$ cat config.mk
export PLATFORM = sky130hd
export DESIGN_NAME = apb_master_flat
export DESIGN_NICKNAME = d
export VERILOG_FILES = /design/src/rtl/apb_master_if.sv /design/src/rtl/apb_master.sv /design/src/flat_wrapper.sv
export SDC_FILE = /design/constraint.sdc
export NUM_CORES = 1
export LEC_CHECK = 0
export CAP_MARGIN = 5
export CORE_MARGIN = 1.5
export CORE_UTILIZATION = 41
export DETAILED_ROUTE_END_ITERATION = 16
export PLACE_DENSITY = 0.84
export SLEW_MARGIN = 10
export SYNTH_ARGS = -nofsm -noshare
export SYNTH_HDL_FRONTEND = slang
export SYNTH_SLANG_ARGS = --single-unit
$ cat constraint.sdc
create_clock -name PCLK -period 2.35 [get_ports PCLK]
set_input_delay 0.47 -clock PCLK [delete_from_list [all_inputs] [get_ports PCLK]]
set_output_delay 0.47 -clock PCLK [all_outputs]
set_load 0.02 [all_outputs]
$ cat src/rtl/apb_master_if.sv
// ---------------------------------------------------------------------------
// apb_master_if
//
// Purpose:
//    Bundles the command/response stream and the APB4 bus of the apb_master
//    stage into one interface, so the master and its environment can be
//    connected with a single port.
//
// Parameters:
//    DATA_WIDTH  APB data width
//    ADDR_WIDTH  APB address width
//
// Signals (direction seen from the master modport):
//    cmd_valid   in   command present
//    cmd_ready   out  command accepted when cmd_valid && cmd_ready
//    cmd_write   in   1 = write, 0 = read
//    cmd_addr    in   transfer address
//    cmd_wdata   in   write data
//    cmd_strb    in   write byte strobes
//    rsp_valid   out  single-cycle response pulse
//    rsp_rdata   out  read data (0 for writes and timeouts)
//    rsp_err     out  timeout indication, qualified by rsp_valid
//    PSELx       out  APB select
//    PENABLE     out  APB enable
//    PWRITE      out  APB direction
//    PADDR       out  APB address
//    PSTRB       out  APB byte strobes
//    PWDATA      out  APB write data
//    PRDATA      in   APB read data
//    PREADY      in   APB slave ready
// ---------------------------------------------------------------------------
interface apb_master_if #(
   parameter int DATA_WIDTH = 32,
   parameter int ADDR_WIDTH = 32
);
   localparam int NBYTES = DATA_WIDTH / 8;

   logic                  cmd_valid;
   logic                  cmd_ready;
   logic                  cmd_write;
   logic [ADDR_WIDTH-1:0] cmd_addr;
   logic [DATA_WIDTH-1:0] cmd_wdata;
   logic [NBYTES-1:0]     cmd_strb;

   logic                  rsp_valid;
   logic [DATA_WIDTH-1:0] rsp_rdata;
   logic                  rsp_err;

   logic                  PSELx;
   logic                  PENABLE;
   logic                  PWRITE;
   logic [ADDR_WIDTH-1:0] PADDR;
   logic [NBYTES-1:0]     PSTRB;
   logic [DATA_WIDTH-1:0] PWDATA;
   logic [DATA_WIDTH-1:0] PRDATA;
   logic                  PREADY;

   // The master owns the APB request side and the response stream.
   modport master (
      input  cmd_valid, cmd_write, cmd_addr, cmd_wdata, cmd_strb,
      input  PRDATA, PREADY,
      output cmd_ready,
      output rsp_valid, rsp_rdata, rsp_err,
      output PSELx, PENABLE, PWRITE, PADDR, PSTRB, PWDATA
   );

   // The environment side: issues commands, plays the APB slave.
   modport slave (
      output cmd_valid, cmd_write, cmd_addr, cmd_wdata, cmd_strb,
      output PRDATA, PREADY,
      input  cmd_ready,
      input  rsp_valid, rsp_rdata, rsp_err,
      input  PSELx, PENABLE, PWRITE, PADDR, PSTRB, PWDATA
   );
endinterface

$ cat src/rtl/apb_master.sv
// ---------------------------------------------------------------------------
// apb_master
//
// Purpose:
//    Converts a valid/ready command stream into APB4 SETUP/ACCESS transfers
//    and returns exactly one single-cycle response per command. Supports
//    slave wait states and back-to-back transfers (one per two cycles).
//
// Optional feature (compile-time macro):
//    APB_MASTER_TIMEOUT_EN  when defined, an ACCESS phase that sees no PREADY
//                           for TIMEOUT_CYCLES cycles is abandoned and a
//                           response with rsp_err=1 is issued. When undefined
//                           ACCESS waits forever and rsp_err is tied to 0.
//
// Ports:
//    PCLK    in  clock
//    PRESET  in  synchronous active-high reset
//    bus     apb_master_if.master, carrying the command stream, the
//            response stream and the APB4 bus signals
// ---------------------------------------------------------------------------
module apb_master #(
   parameter int DATA_WIDTH     = 32,
   parameter int ADDR_WIDTH     = 32,
   parameter int NBYTES         = DATA_WIDTH / 8,
   parameter int TIMEOUT_CYCLES = 16
) (
   input logic          PCLK,
   input logic          PRESET,
   apb_master_if.master bus
);

   typedef enum logic [1:0] {
      IDLE   = 2'd0,
      SETUP  = 2'd1,
      ACCESS = 2'd2
   } state_e;

   state_e                state_q;
   state_e                state_d;

   logic [ADDR_WIDTH-1:0] paddr_q;
   logic                  pwrite_q;
   logic [NBYTES-1:0]     pstrb_q;
   logic [DATA_WIDTH-1:0] pwdata_q;
   logic                  rspValid_q;
   logic [DATA_WIDTH-1:0] rspRdata_q;

   logic                  cmdReady;
   logic                  accept;
   logic                  done;
   logic                  timeoutHit;
   logic                  pselx;
   logic                  penable;

   // A new command can be taken while idle, or in the very cycle the current
   // transfer completes, which is what gives ACCESS -> SETUP back-to-back.
   // Reset blocks acceptance so nothing is registered while PRESET is high.
   assign cmdReady = !PRESET && ((state_q == IDLE) || ((state_q == ACCESS) && bus.PREADY));
   assign accept   = bus.cmd_valid && cmdReady;
   assign done     = (state_q == ACCESS) && bus.PREADY;

`ifdef APB_MASTER_TIMEOUT_EN
   localparam int TMO_W = $clog2(TIMEOUT_CYCLES + 1);

   logic [TMO_W-1:0] tmoCount_q;
   logic             rspErr_q;

   // tmoCount_q holds the number of earlier wait cycles in this ACCESS, so
   // the current cycle is the TIMEOUT_CYCLES-th one when it equals
   // TIMEOUT_CYCLES-1. A PREADY in that same cycle still wins.
   assign timeoutHit = (state_q == ACCESS) && !bus.PREADY &&
                       (tmoCount_q == TMO_W'(TIMEOUT_CYCLES - 1));

   // Wait-state counter: cleared while in SETUP so it starts from zero on
   // entry to ACCESS, then advanced once per ACCESS cycle without PREADY.
   always_ff @(posedge PCLK) begin
      if (PRESET) begin
         tmoCount_q <= '0;
      end else if (state_q == SETUP) begin
         tmoCount_q <= '0;
      end else if ((state_q == ACCESS) && !bus.PREADY) begin
         tmoCount_q <= tmoCount_q + TMO_W'(1);
      end
   end

   // The error flag is a one-cycle companion of the response pulse.
   always_ff @(posedge PCLK) begin
      if (PRESET) begin
         rspErr_q <= 1'b0;
      end else begin
         rspErr_q <= timeoutHit;
      end
   end

   assign bus.rsp_err = rspErr_q;
`else
   assign timeoutHit  = 1'b0;
   assign bus.rsp_err = 1'b0;
`endif

   // Next-state logic and APB control decode. SETUP always lasts one cycle;
   // ACCESS ends on PREADY (going straight to SETUP if another command is
   // taken in that cycle) or on a timeout.
   always_comb begin
      state_d = state_q;
      pselx   = 1'b0;
      penable = 1'b0;
      unique case (state_q)
         IDLE: begin
            if (accept) begin
               state_d = SETUP;
            end
         end
         SETUP: begin
            pselx   = 1'b1;
            state_d = ACCESS;
         end
         ACCESS: begin
            pselx   = 1'b1;
            penable = 1'b1;
            if (bus.PREADY) begin
               state_d = accept ? SETUP : IDLE;
            end else if (timeoutHit) begin
               state_d = IDLE;
            end
         end
         default: begin
            state_d = IDLE;
         end
      endcase
   end

   // State register, command capture and response generation. The APB
   // request fields are only written on accept, so they stay frozen from
   // SETUP through the completing ACCESS cycle. Reads never drive strobes.
   // The response data register is reloaded every cycle so it reads 0
   // whenever no read is completing.
   always_ff @(posedge PCLK) begin
      if (PRESET) begin
         state_q    <= IDLE;
         paddr_q    <= '0;
         pwrite_q   <= 1'b0;
         pstrb_q    <= '0;
         pwdata_q   <= '0;
         rspValid_q <= 1'b0;
         rspRdata_q <= '0;
      end else begin
         state_q <= state_d;
         if (accept) begin
            paddr_q  <= bus.cmd_addr;
            pwrite_q <= bus.cmd_write;
            pwdata_q <= bus.cmd_wdata;
            pstrb_q  <= bus.cmd_write ? bus.cmd_strb : '0;
         end
         rspValid_q <= done || timeoutHit;
         rspRdata_q <= (done && !pwrite_q) ? bus.PRDATA : '0;
      end
   end

   assign bus.cmd_ready = cmdReady;
   assign bus.rsp_valid = rspValid_q;
   assign bus.rsp_rdata = rspRdata_q;
   assign bus.PSELx     = pselx;
   assign bus.PENABLE   = penable;
   assign bus.PWRITE    = pwrite_q;
   assign bus.PADDR     = paddr_q;
   assign bus.PSTRB     = pstrb_q;
   assign bus.PWDATA    = pwdata_q;

endmodule

$ cat src/flat_wrapper.sv
// flat-port wrapper written by rule: the top's interface ports become plain ports
module apb_master_flat 
#(
   parameter int DATA_WIDTH     = 32,
   parameter int ADDR_WIDTH     = 32,
   parameter int NBYTES         = DATA_WIDTH / 8,
   parameter int TIMEOUT_CYCLES = 16
)
  (PCLK, PRESET, bus_cmd_valid, bus_cmd_write, bus_cmd_addr, bus_cmd_wdata, bus_cmd_strb, bus_PRDATA, bus_PREADY, bus_cmd_ready, bus_rsp_valid, bus_rsp_rdata, bus_rsp_err, bus_PSELx, bus_PENABLE, bus_PWRITE, bus_PADDR, bus_PSTRB, bus_PWDATA);
  apb_master_if #(.DATA_WIDTH(DATA_WIDTH), .ADDR_WIDTH(ADDR_WIDTH)) bus_i ();
  input logic PCLK;
  input logic PRESET;
  input wire logic [$bits(bus_i.cmd_valid)-1:0] bus_cmd_valid;
  input wire logic [$bits(bus_i.cmd_write)-1:0] bus_cmd_write;
  input wire logic [$bits(bus_i.cmd_addr)-1:0] bus_cmd_addr;
  input wire logic [$bits(bus_i.cmd_wdata)-1:0] bus_cmd_wdata;
  input wire logic [$bits(bus_i.cmd_strb)-1:0] bus_cmd_strb;
  input wire logic [$bits(bus_i.PRDATA)-1:0] bus_PRDATA;
  input wire logic [$bits(bus_i.PREADY)-1:0] bus_PREADY;
  output wire logic [$bits(bus_i.cmd_ready)-1:0] bus_cmd_ready;
  output wire logic [$bits(bus_i.rsp_valid)-1:0] bus_rsp_valid;
  output wire logic [$bits(bus_i.rsp_rdata)-1:0] bus_rsp_rdata;
  output wire logic [$bits(bus_i.rsp_err)-1:0] bus_rsp_err;
  output wire logic [$bits(bus_i.PSELx)-1:0] bus_PSELx;
  output wire logic [$bits(bus_i.PENABLE)-1:0] bus_PENABLE;
  output wire logic [$bits(bus_i.PWRITE)-1:0] bus_PWRITE;
  output wire logic [$bits(bus_i.PADDR)-1:0] bus_PADDR;
  output wire logic [$bits(bus_i.PSTRB)-1:0] bus_PSTRB;
  output wire logic [$bits(bus_i.PWDATA)-1:0] bus_PWDATA;
  assign bus_i.cmd_valid = bus_cmd_valid;
  assign bus_i.cmd_write = bus_cmd_write;
  assign bus_i.cmd_addr = bus_cmd_addr;
  assign bus_i.cmd_wdata = bus_cmd_wdata;
  assign bus_i.cmd_strb = bus_cmd_strb;
  assign bus_i.PRDATA = bus_PRDATA;
  assign bus_i.PREADY = bus_PREADY;
  assign bus_cmd_ready = bus_i.cmd_ready;
  assign bus_rsp_valid = bus_i.rsp_valid;
  assign bus_rsp_rdata = bus_i.rsp_rdata;
  assign bus_rsp_err = bus_i.rsp_err;
  assign bus_PSELx = bus_i.PSELx;
  assign bus_PENABLE = bus_i.PENABLE;
  assign bus_PWRITE = bus_i.PWRITE;
  assign bus_PADDR = bus_i.PADDR;
  assign bus_PSTRB = bus_i.PSTRB;
  assign bus_PWDATA = bus_i.PWDATA;
  apb_master #(.DATA_WIDTH(DATA_WIDTH), .ADDR_WIDTH(ADDR_WIDTH), .NBYTES(NBYTES), .TIMEOUT_CYCLES(TIMEOUT_CYCLES)) u_core (.PCLK(PCLK), .PRESET(PRESET), .bus(bus_i));
endmodule
==> results of run 1 <==
-- kinds of logic (layout without fill, tap and decap cells) --
group / count (synthesis) / after routing
other: 1 / 1
DFF: 104 / 104
AOI/OAI and AO/OA: 80 / 80
and+or+nand+nor: 111 / 111
adders and majority gates: 4 / 4
buffers and inverters: 36 / 240
-- worst max-delay path by stage --
stage                                         from                               end  slack, ns  depth (start not counted)
global placement                        bus_PREADY                     bus_cmd_ready       0.13                          4
floorplan           u_core.state_q[0]$_SDFFE_PP0P_  u_core.bus.PADDR[0]$_SDFFE_PP0P_       0.67                          7
detailed placement                      bus_PREADY                     bus_cmd_ready       0.09                          4
global route        u_core.state_q[0]$_SDFFE_PP0P_                     bus_cmd_ready       0.07                          5
finish              u_core.state_q[0]$_SDFFE_PP0P_                     bus_cmd_ready       0.15                          5
CTS                 u_core.state_q[0]$_SDFFE_PP0P_                     bus_cmd_ready       0.12                          5
-- layout make-up --
type,instances,area (um2)
Timing Repair Buffer,220,2198
Clock buffer,11,141.4
Tap cell,108,135.1
Clock inverter,5,41.29
Inverter,4,15.01
Multi-Input combinational cell,196,1405
Fill cell,634,2703
Sequential cell,104,2082
-- through the flow --
stage	instance area, um2	utilization (%)	setup slack [ns]	hold slack [ns]
after floorplan	3691	-	0.6709	0.4806
after global placement	5837	66.93	0.1260	0.4555
after detailed placement	5837	66.93	0.09283	0.4613
after CTS	6018	69.01	0.1249	0.4842
after global routing	6018	69.01	0.06842	0.5065
final	6018	69.01	0.1493	0.4801
-- Yosys cell counts (3+ instances only) --
cell      instances
buf_2            11
buf_6             7
a31o_2           15
and2_1           32
o21ai_1           4
clkbuf_1         11
inv_1             3
nand2_1           5
and3_1           65
a21oi_1           3
a31o_1           50
o211ai_1          4
ha_1              4
dfxtp_1         104
-- layout by cell type (no fill, tap or decap) --
| cell | Yosys | final |
|---|---|---|
| a31o_1 | 50 | 50 |
| clkdlybuf4s50_1 | 0 | 208 |
| o21ai_0 | 2 | 2 |
| clkbuf_1 | 11 | 1 |
| dfxtp_1 | 104 | 104 |
| buf_4 | 2 | 9 |
| or3b_1 | 1 | 1 |
| o211ai_1 | 4 | 4 |
| nor2b_1 | 2 | 2 |
| a31o_2 | 15 | 15 |
| clkbuf_8 | 0 | 10 |
| a211o_1 | 1 | 1 |
| ha_1 | 4 | 4 |
| and3_1 | 65 | 65 |
| nor3_2 | 1 | 1 |
| nand2b_1 | 1 | 1 |
| inv_2 | 1 | 1 |
| conb_1 | 1 | 1 |
| buf_12 | 0 | 2 |
| inv_6 | 0 | 1 |
| inv_1 | 3 | 3 |
| clkinv_4 | 0 | 2 |
| and2_1 | 32 | 32 |
| o21ai_1 | 4 | 4 |
| nand2_2 | 1 | 1 |
| a21o_1 | 1 | 1 |
| a21oi_1 | 3 | 3 |
| nand2_1 | 5 | 5 |
| clkinvlp_4 | 0 | 2 |
| nor2_1 | 2 | 2 |
| dlygate4sd2_1 | 0 | 1 |
| nor2b_4 | 0 | 1 |
-- power groups by stage --
stage	clock network [mW]	registers (mW)	logic [mW]
after floorplan	0	2.11	0.266
after global placement	0	1.97	0.852
after detailed placement	0	1.98	0.868
after CTS	1.05	1.94	0.870
after global routing	1.13	1.95	0.919
final	1.03	1.93	0.865
-- registers in the layout (all words and copies together) (netlist names) --
register,cells
u_core.bus.rsp_valid,1
u_core.bus.PSTRB,4
u_core.bus.PWDATA,32
u_core.bus.rsp_rdata,32
u_core.bus.PWRITE,1
u_core.bus.PADDR,32
u_core.state_q,2
-- timing repair --
action / CTS / global route
setup endpoints to repair: 1 / 0
hold buffers: 0 / 0
gates resized for setup: 1 / 0
-- metal layers --
| layer | part of all wire [%] | global-route usage (%) | routed length (um) |
|---|---|---|---|
| met1 | 41 | 23.75 | 4201 |
| met3 | 8.6 | 7.301 | 883 |
| met2 | 49 | 37.19 | 5085 |
| met5 | 0 | 0 | 0 |
| met4 | 1.3 | 6.703 | 134 |
==> metrics.csv, run 1 <==
metric,value,unit
cts_max_level,3,
port_buffers,209,
holdPathEnd,u_core.bus.PWDATA[27]$_SDFFE_PP0P_,
arrival,1.73,ns
powerDensity,636.2,nW/um2
critPathLaunchType,flop,
track_usage,21.06,%
ys_ff_latch,104,
crit_family,buffers and inverters,
wl,10300,um
synth_cell_types,28,
syn_nets,445,
synthSimpleGateAreaFrac,18.58,%
max_stage_delay,0.39,ns
grt-ovfl-total,0,
ant_nets,0,
whs_path_depth,1,
drtPass1Iterations,4,
ys_warn_count,0,
place.gp.congestion,0.7992,
tritoncts,built,
finalSetupViolations,0,
initial_core_util,42.32,%
fmax,454.4,MHz
setup_tns,0,ns
post-route-drc-count,0,
reg2reg_slack,0.50,ns
cts_inserted_buffers,9,
synth-async-reset-ratio,0,%
final_nets,644,
synth_compound_area_share,17.90,%
drt_iter0_markers,111,
worst_setup_path_end_kind,output port,
rows,34,
cp.required,1.88,ns
netlist.top_cell.by_area,dfxtp_1,
muxShareOfSynthArea,0,%
fin_crit,2.201,ns
clkPwrFrac,26.9,%
synth-xor-area-share,0,%
maxCapViolCount,0,
rsz0062_at_grt,false,
synth_top_family_by_area,simple AND/OR/NAND/NOR gates,
r2r-end,u_core.bus.PADDR[30]$_SDFFE_PP0P_,
synthTopCellsByArea,"dfxtp_1 56%, a31o_1 12%, and3_1 11%",
cts-root-buf,clkbuf_8,
fp.dieW,97.88,um
swShare,27.55,%
syn_to_final_growth,63.05,%
stdcell_count,648,
diodes,0,
drive_above_1_share,8.333,%
path_max_fanout,6,
p_total,3.829,mW
synthAdderAreaFrac,1.356,%
p_comb_share,22.6,%
fin_skew,0.01246,ns
dieArea,9580,um2
cts_setup_buffers,0,
syn_avg_cell_area,10.99,um2
grt_pass1_wl,16340,um
routedWlPerCell,15.90,um
grt_max_degree,70,
grt_pass1_vias,3414,
vias,3313,
synth_edf_count,0,
routed_via_density,5.113,
grt_antenna_before_repair,0,
holdCritStartpoint,u_core.bus.PWDATA[27]$_SDFFE_PP0P_,
dp_hpwl,7517,um
slew_violations,0,
synthCells,336,
pin_count,211,
r2r_start,u_core.state_q[0]$_SDFFE_PP0P_,
clock_sinks,104,
path_clk_slew,0.09,ns
switchingPower,1.055,mW
worst-path-buf-inv,2,
slowest_stage,dfxtp_1,
period_share,93.65,%
die_h,97.88,um
peakVddDrop,365.0,uV
rr_worst_depth,7,
clk_latency,0.35,ns
hold_path.class,reg2reg,
p_leak,2.541,nW
synthFlopType,dfxtp_1,
coreArea,8721,um2
crit_type,reg2out,
crit_chain,inv_1 -> ha_1 -> a21oi_1 -> nor2_1 -> dlygate4sd2_1,
cts_buffer_depth,2,
p_seq_share,50.5,%
outcome,completed,
dp.cells,632,
max_slew_margin,63.30,%
worst_pin_slew,0.5505,ns
ys_seq_area_share,56.41,%
finalHoldViolCount,0,
syn_area,3691,um2
power.internal,2.774,mW
yosysTopAreaCellShare,56.41,%
Power figures use the tool's default switching activity.
==> run 2, diff against run 1 <==
--- a/config.mk
+++ b/config.mk
@@ -5,12 +5,13 @@
 export SDC_FILE = /design/constraint.sdc
 export NUM_CORES = 1
 export LEC_CHECK = 0
+export ABC_CLOCK_PERIOD_IN_PS = 2350
 export CAP_MARGIN = 5
 export CORE_MARGIN = 1.5
 export CORE_UTILIZATION = 41
 export DETAILED_ROUTE_END_ITERATION = 16
 export PLACE_DENSITY = 0.84
-export SLEW_MARGIN = 10
+export SLEW_MARGIN = 20
 export SYNTH_ARGS = -nofsm -noshare
 export SYNTH_HDL_FRONTEND = slang
 export SYNTH_SLANG_ARGS = --single-unit
==> results of run 2 <==
Same layout as run 1: the final DEF is identical, and so are final timing and power.
==> run 3, diff against run 2 <==
--- a/config.mk
+++ b/config.mk
@@ -7,6 +7,7 @@
 export LEC_CHECK = 0
 export ABC_CLOCK_PERIOD_IN_PS = 2350
 export CAP_MARGIN = 5
+export CORE_ASPECT_RATIO = 1.25
 export CORE_MARGIN = 1.5
 export CORE_UTILIZATION = 41
 export DETAILED_ROUTE_END_ITERATION = 16
==> run 3 against run 2 <==
- flip-flop and latch count did not move
- total power fell by 1.4%
- critical path type unchanged
- sequential share of layout area rose by 0.050 points
- critical path depth fell by 2
- clock-buffer cell count rose by 3
- fmax barely moved
- combinational power fell by 0.8%
- hold slack got worse by 0.0023 ns
- sequential power barely moved
- clock skew fell by 0.0022 ns
- global-route usage rose by 0.27 points
==> metrics.csv, run 3 (synthesis gave the netlist of run 1 again) <==
metric,value,unit
track_usage,21.33,%
worst_pin_slew,0.5144,ns
fp.dieW,87.87,um
final_nets,644,
pin_count,211,
postPlaceCellArea,5839,um2
rsz0062_at_grt,false,
grt_max_degree,48,
regArea,2082,um2
crit_type,reg2out,
routedWlPerCell,15.60,um
hold_ws,0.4778,ns
period_share,93.63,%
rows,38,
pre_cts_ws,0.07910,ns
dp.cells,644,
max_stage_delay,0.66,ns
p_leak,2.526,nW
grt-ovfl-total,0,
post-route-util,69.07,%
coreArea,8701,um2
die_h,109.1,um
cp.required,1.88,ns
grt_pass1_wl,15700,um
drt_iter0_markers,92,
ant_nets,0,
path_clk_slew,0.09,ns
max_slew_margin,65.66,%
n_fill_cell,661,
vias,3288,
grt_pass1_vias,3337,
drtPass1Iterations,4,
arrival,1.73,ns
hold_path.class,reg2reg,
tritoncts,built,
cts_max_level,3,
initial_core_util,42.42,%
cts_inserted_buffers,9,
maxCapViolCount,0,
p_total,3.776,mW
clock_sinks,104,
final_common_cell,clkdlybuf4s50_1,
worst_setup_path_end_kind,output port,
diodes,0,
critPathLaunchType,flop,
cts_buffer_depth,2,
place.gp.congestion,0.7524,
stdcell_count,660,
slew_violations,0,
fmax,454.5,MHz
port_buffers,209,
grt_antenna_before_repair,0,
worst-path-buf-inv,2,
crit_chain,inv_1 -> ha_1 -> clkdlybuf4s50_1,
fin_crit,2.200,ns
final_area,6010,um2
most-common-layout-cells,"208 x clkdlybuf4s50_1, 104 x dfxtp_1, 65 x and3_1, 50 x a31o_1, 32 x and2_1",
fin_skew,0.01025,ns
multi_input_area,1409,um2
slowest_stage,clkdlybuf4s50_1,
routed_via_density,4.982,
dieArea,9584,um2
hold_buffers,0,
path_max_fanout,6,
clk_latency,0.36,ns
crit_family,buffers and inverters,
drive_above_1_share,7.963,%
syn_to_final_growth,62.81,%
setup_tns,0,ns
outcome,completed,
cts_setup_buffers,0,
powerDensity,628.3,nW/um2
dp_hpwl,7429,um
peakVddDrop,414.5,uV
finalHoldViolCount,0,
wl,10300,um
fin_ws,0.1497,ns
finalSetupViolations,0,
post-route-drc-count,0,
cts-root-buf,clkbuf_8,
-- run 3: changes by cell type in the layout (fill, tap and decap cells not counted), sizes merged --
cell and change:
clkbuf +3, clkinv -2, inv -1
-- run 3: power by group --
part	switching, mW	leakage (nW)	total, mW	internal, mW
registers	0.0591	0.851	1.93	1.88
logic	0.388	1.60	0.858	0.470
clock network	0.566	0.0769	0.983	0.417
total	1.01	2.53	3.78	2.76
-- run 3: metal layers --
metal | wire length (um) | track usage (%)
met4 | 271 | 9.524
met5 | 0 | 0
met1 | 3972 | 23.64
met3 | 992 | 8.100
met2 | 5062 | 35.93
-- run 3: repair_timing --
action | 4_1_cts | 5_1_grt
gates resized for setup | 2 | 0
endpoints found under the setup margin | 1 | 0
endpoints found under the hold margin | 0 | 0
-- run 3: area by class of cell --
| cell class | instances | area share, % |
|---|---|---|
| multi-input cells | 196 | 23.44 |
| clock buffers | 14 | 2.540 |
| well taps | 120 | 2.498 |
| flip-flops and latches | 104 | 34.65 |
| repair buffers | 220 | 36.37 |
| clock inverters | 2 | 0.2498 |
| inverters | 4 | 0.2498 |
-- run 3: worst paths after layout --
check,cells past startpoint,from,endpoint,slack [ns]
hold / removal,1,u_core.bus.PWDATA[26]$_SDFFE_PP0P_,u_core.bus.PWDATA[26]$_SDFFE_PP0P_,0.48
hold reg to reg,1,u_core.bus.PWDATA[26]$_SDFFE_PP0P_,u_core.bus.PWDATA[26]$_SDFFE_PP0P_,0.48
setup reg to reg,6,u_core.state_q[0]$_SDFFE_PP0P_,u_core.bus.PADDR[16]$_SDFFE_PP0P_,0.57
setup / recovery,3,u_core.state_q[0]$_SDFFE_PP0P_,bus_PENABLE,0.15
